===== src/rtl/reorder_buffer.sv =====
// 16-entry circular reorder buffer: tag allocation, result capture, in-order retirement and mispredict flush.
// Optional define ROB_WB_BYPASS_EN forwards same-cycle writebacks to the query ports.
module reorder_buffer #(
  parameter int ROB_DEPTH = 16,
  parameter int TAG_W     = 4
) (
  input  logic             clk_in,
  input  logic             rst_n_in,
  input  logic             rdy_in,
  input  logic             issue_valid,
  input  logic [4:0]       issue_rd,
  output logic [TAG_W-1:0] issue_tag,
  output logic             rob_full,
  input  logic             wb_valid,
  input  logic [TAG_W-1:0] wb_tag,
  input  logic [31:0]      wb_val,
  input  logic             wb_mispredict,
  input  logic [31:0]      wb_target,
  input  logic [TAG_W-1:0] query_tag_1,
  output logic             query_ready_1,
  output logic [31:0]      query_val_1,
  input  logic [TAG_W-1:0] query_tag_2,
  output logic             query_ready_2,
  output logic [31:0]      query_val_2,
  output logic [4:0]       commit_reg,
  output logic [31:0]      commit_val,
  output logic [4:0]       commit_q_reg,
  output logic [31:0]      commit_q_tag,
  output logic             flush_out,
  output logic [31:0]      flush_pc
);

  localparam int CNT_W = TAG_W + 1;

  logic [ROB_DEPTH-1:0] busy_q, done_q, mis_q;
  logic [4:0]           rd_mem     [ROB_DEPTH];
  logic [31:0]          val_mem    [ROB_DEPTH];
  logic [31:0]          target_mem [ROB_DEPTH];
  logic [TAG_W-1:0]     head_q, tail_q;
  logic [CNT_W-1:0]     count_q;

  logic commit_fire, flush_now, issue_fire, wb_hit;

  assign rob_full     = (count_q == CNT_W'(ROB_DEPTH));
  assign issue_tag    = tail_q;
  assign commit_fire  = busy_q[head_q] & done_q[head_q];
  assign flush_now    = commit_fire & mis_q[head_q];
  // Full is judged on the pre-edge count, so a slot freed by this cycle's commit is not reusable yet.
  assign issue_fire   = issue_valid & ~rob_full & ~flush_now;
  assign wb_hit       = wb_valid & busy_q[wb_tag];
  assign commit_q_reg = commit_reg;

  // NOTE: sequential state uses non-blocking assignments only; later assignments in the
  // block (commit clear, flush) intentionally override earlier ones for the same bit.
  always_ff @(posedge clk_in or negedge rst_n_in) begin
    if (!rst_n_in) begin
      busy_q       <= '0;
      done_q       <= '0;
      mis_q        <= '0;
      head_q       <= '0;
      tail_q       <= '0;
      count_q      <= '0;
      commit_reg   <= '0;
      commit_val   <= '0;
      commit_q_tag <= '0;
      flush_out    <= 1'b0;
      flush_pc     <= '0;
    end else if (rdy_in) begin
      if (wb_hit) begin
        done_q[wb_tag] <= 1'b1;
        mis_q[wb_tag]  <= wb_mispredict;
      end
      if (commit_fire) begin
        busy_q[head_q] <= 1'b0;
        done_q[head_q] <= 1'b0;
        head_q         <= head_q + TAG_W'(1);
      end
      if (issue_fire) begin
        busy_q[tail_q] <= 1'b1;
        done_q[tail_q] <= 1'b0;
        mis_q[tail_q]  <= 1'b0;
        tail_q         <= tail_q + TAG_W'(1);
      end
      count_q <= count_q + CNT_W'(issue_fire) - CNT_W'(commit_fire);

      commit_reg   <= commit_fire ? rd_mem[head_q]  : '0;
      commit_val   <= commit_fire ? val_mem[head_q] : '0;
      commit_q_tag <= commit_fire ? 32'(head_q)     : '0;
      flush_out    <= flush_now;
      flush_pc     <= flush_now ? target_mem[head_q] : '0;

      if (flush_now) begin
        busy_q  <= '0;
        done_q  <= '0;
        head_q  <= '0;
        tail_q  <= '0;
        count_q <= '0;
      end
    end
  end

  // NOTE: payload storage has no reset; busy/done qualify every read, so its contents
  // before the first write are never observed.
  always_ff @(posedge clk_in) begin
    if (rdy_in) begin
      if (issue_fire) rd_mem[tail_q] <= issue_rd;
      if (wb_hit) begin
        val_mem[wb_tag]    <= wb_val;
        target_mem[wb_tag] <= wb_target;
      end
    end
  end

  // NOTE: every output of this block gets a default first so no latch is inferred.
  always_comb begin
    query_ready_1 = busy_q[query_tag_1] & done_q[query_tag_1];
    query_val_1   = val_mem[query_tag_1];
    query_ready_2 = busy_q[query_tag_2] & done_q[query_tag_2];
    query_val_2   = val_mem[query_tag_2];
`ifdef ROB_WB_BYPASS_EN
    if (wb_hit && (wb_tag == query_tag_1)) begin
      query_ready_1 = 1'b1;
      query_val_1   = wb_val;
    end
    if (wb_hit && (wb_tag == query_tag_2)) begin
      query_ready_2 = 1'b1;
      query_val_2   = wb_val;
    end
`endif
  end

endmodule

===== config.mk =====
export PLATFORM = sky130hd
export DESIGN_NAME = reorder_buffer
export DESIGN_NICKNAME = d
export VERILOG_FILES = /design/src/rtl/reorder_buffer.sv
export SDC_FILE = /design/constraint.sdc
export NUM_CORES = 1
export LEC_CHECK = 0
export CAP_MARGIN = 25
export CORE_MARGIN = 5
export CORE_UTILIZATION = 50
export CTS_BUF_LIST = sky130_fd_sc_hd__clkbuf_8
export CTS_CLUSTER_DIAMETER = 100
export DETAILED_ROUTE_END_ITERATION = 10
export PLACE_DENSITY = 0.82
export SETUP_SLACK_MARGIN = 0.5
export SYNTH_ARGS = -nofsm -noshare
export SYNTH_HDL_FRONTEND = slang
export SYNTH_SLANG_ARGS = --single-unit

===== constraint.sdc =====
create_clock -name clk_in -period 4.24 [get_ports clk_in]
set_input_delay 1.272 -clock clk_in [delete_from_list [all_inputs] [get_ports clk_in]]
set_output_delay 1.272 -clock clk_in [all_outputs]
set_load 0.03 [all_outputs]

==> results.md <==
- Status: finished, violations left
- Failing checks: setup timing
- Final Cycle Share: 105.8%
- Hold WS: 0.3881 ns
- CTS tree: built
- Via/cell ratio: 6.616
- Peak per-stage delay on the critical path: 0.52 ns
- Synth top cells by count: edfxtp_1, mux4_2, dfrtp_1
- Relative slew slack: 26.84%
- Tightest Pin Transition: 1.097 ns
- RSZ-0062 raised after global routing: yes
- Starting DRT DRC Count: 4211
- Pleak: 22.60 nW
- Max Slew Vio Count: 0
- Fin worst setup slack: -0.2471 ns
- First-pass GRT wire length: 226200 um
- Critical Path Sink Type: primary output
- DIE HEIGHT: 345.4 um
- Leading registers by flop count: target_mem x512, val_mem x512, rd_mem x80
- Placed Cells: 4456
- Worst path slowest cell: mux4_2
- Post-synthesis sequential area ratio: 64.94%
- I/O Buffers: 236
- CTS sink count: 1239
- Pwr Density: 484.9 mW/mm2
- Async S/R FF share, synth: 10.90%
- Vias in the first global route: 33470
- Post-synth EDFFs: 1104
- Core Region: 0.1122 mm2
- Synth area leaders: edfxtp_1, mux4_2, dfrtp_1, nand3_1, clkbuf_1
- Share of post-route cells with drive strength above 1: 38.16%
- Initial Util: 50.14%
- CTS max path bufs: 3
- IO Pins: 265
- Setup CP Type: primary input to primary output
- Largest net degree at the start of global routing: 146
- Min cycle time layout: 4.487 ns
- DRT Pass-1 Iters: 5
- Final hold vios: 0
- Mapped Area: 0.05625 mm2
- Clock insertion delay at the later pin of the skew report: 0.89 ns
- Clk root buf: clkbuf_8
- Die Wd: 345.4 um
- Drt drc: 0
- Final setup violation count: 58
- GR Util All Layers: 25.77%
- Clock transition at path regs: 0.05 ns
- CTS buffer count: 196
- Initial antenna violation count: 15
- Synth top area share: 58.94%
- CP Cell Sequence: clkbuf_16 > buf_8 > buf_12 > buf_12 > buf_16 > buf_4 > mux4_2 > mux4_2 > buf_6
- Nets@finish: 3349
- DIE AREA: 0.1193 mm2
- Average wire per standard cell: 31.80 um
- Worst vdd ir: 0.5233 mV
- Worst hold path type: primary input to asynchronous set/reset pin
- Fin util: 60.10%
- Total number of yosys warnings: 0
- Syn Inst Count: 2774
- Post-synth top flop: edfxtp_1
- CTS H-tree lvls: 4
- DP Wirelength: 88010 um
- Fmax achieved: 222.9 MHz
- Post-synth top area cell: edfxtp_1
- WP data arrival: 3.22 ns
- CP Launch Type: primary input
- Post-route insts no fill: 4917
- MaxCap Viol Count: 0
- Crit. Startpoint: query_tag_2[0]
- CP max FO: 6
- Clock skew: 0.05815 ns
- Most common cell in the netlist: edfxtp_1
- Post-Route Setup TNS: -7.872 ns
- Reg2reg path depth: 15
- RR Startpoint: head_q[0]
- Via count: 32530
- Final Wtd Congestion: 0.8681
- Gr ovfl total: 0
- Worst EP required: 2.97 ns
- Area Overhead vs Synth: 19.87%
- #FFs+latches synth: 1239
- Mean Syn Cell Area: 20.28 um2
- Pre-CTS WS: -0.2571 ns
- Num rows: 123
- Post-synth cell types: 56
- DRT Wirelength: 156400 um
- Detail Route Antenna Nets: 0
==> per-stage QoR <==
stage                     area (um2)  total power, W
after floorplan                57040         0.02043
after global placement         61490         0.02271
after detailed placement       61490         0.02288
after CTS                      66900         0.03275
after global routing           67420         0.03399
final                          67430         0.03270
==> path summary, 6_finish.rpt <==
path,slack [ns],endpoint
worst max-delay path,-0.25,query_val_2[18]
worst min-delay path,0.39,commit_val[23]
worst max register to register,0.57,count_q[4]
worst min register to register,0.49,busy_q[6]
max in group asynchronous,2.99,flush_pc[30]
min in group clk_in,0.49,busy_q[6]
==> what timing repair did <==
item,4_1_cts,5_1_grt
cloned,23,6
hold buffers,0,0
setup buffers,43,21
gates resized for setup,229,35
pin swaps,9,12
setup endpoints to repair,88,88
==> cells by family (layout without fill, tap and decap cells) <==
logic type / after synthesis / after routing / share of synthesized area [%]
AO/OA/AOI/OAI: 209 / 209 / 2.340
XOR/XNOR: 2 / 2 / 0.03115
adder cells (fa/ha/maj): 15 / 15 / 0.3470
buffers and inverters: 332 / 940 / 2.531
flip-flops: 1239 / 1239 / 64.94
multiplexers: 683 / 683 / 27.13
other: 1 / 36 / 0.006667
AND/OR/NAND/NOR: 293 / 293 / 2.672
==> per-layer routing <==
metal	global-route usage (%)	wire length (um)	up-vias	part of all wire [%]
li1	-	-	12780	-
met1	33.32	53980	16860	35
met2	42.45	78200	2435	50
met3	6.493	17850	455	11
met4	10.27	6292	8	4.0
met5	0	55	-	0.035
==> worst max-delay path: cells and delay by family <==
kind / cells / cell delay (ns)
mux: 2 / 1.02
buf+inv: 7 / 0.91
==> final cells by class <==
| cell class | instances | area, um2 |
|---|---|---|
| fill | 7590 | 44770 |
| sequential | 1239 | 36550 |
| multi-input combinational | 1230 | 18550 |
| timing repair buffer | 483 | 6352 |
| clock buffer | 209 | 2877 |
| tap | 1500 | 1877 |
| clock inverter | 151 | 837.1 |
| inverter | 97 | 372.9 |
| antenna | 8 | 20.02 |
==> cell usage in the layout, fill, tap and decap left out, types with 33 or more instances in the layout <==
master	Yosys	final
edfxtp_1	1104	1104
mux4_2	673	673
clkbuf_8	0	210
clkdlybuf4s50_1	0	159
inv_1	95	158
dfrtp_1	135	131
nand3_1	98	98
buf_4	34	98
buf_12	0	85
buf_6	0	80
nor2_1	57	53
o21ai_0	53	53
nand2_1	42	42
clkinv_1	1	37
a21oi_1	35	34
o21ai_1	33	33
==> power by group <==
group	internal, W	switching [W]
clock	0.00489	0.00474
sequential	0.0138	0.000423
combinational	0.00437	0.00451
No activity file was read; power rests on OpenSTA's default activity.
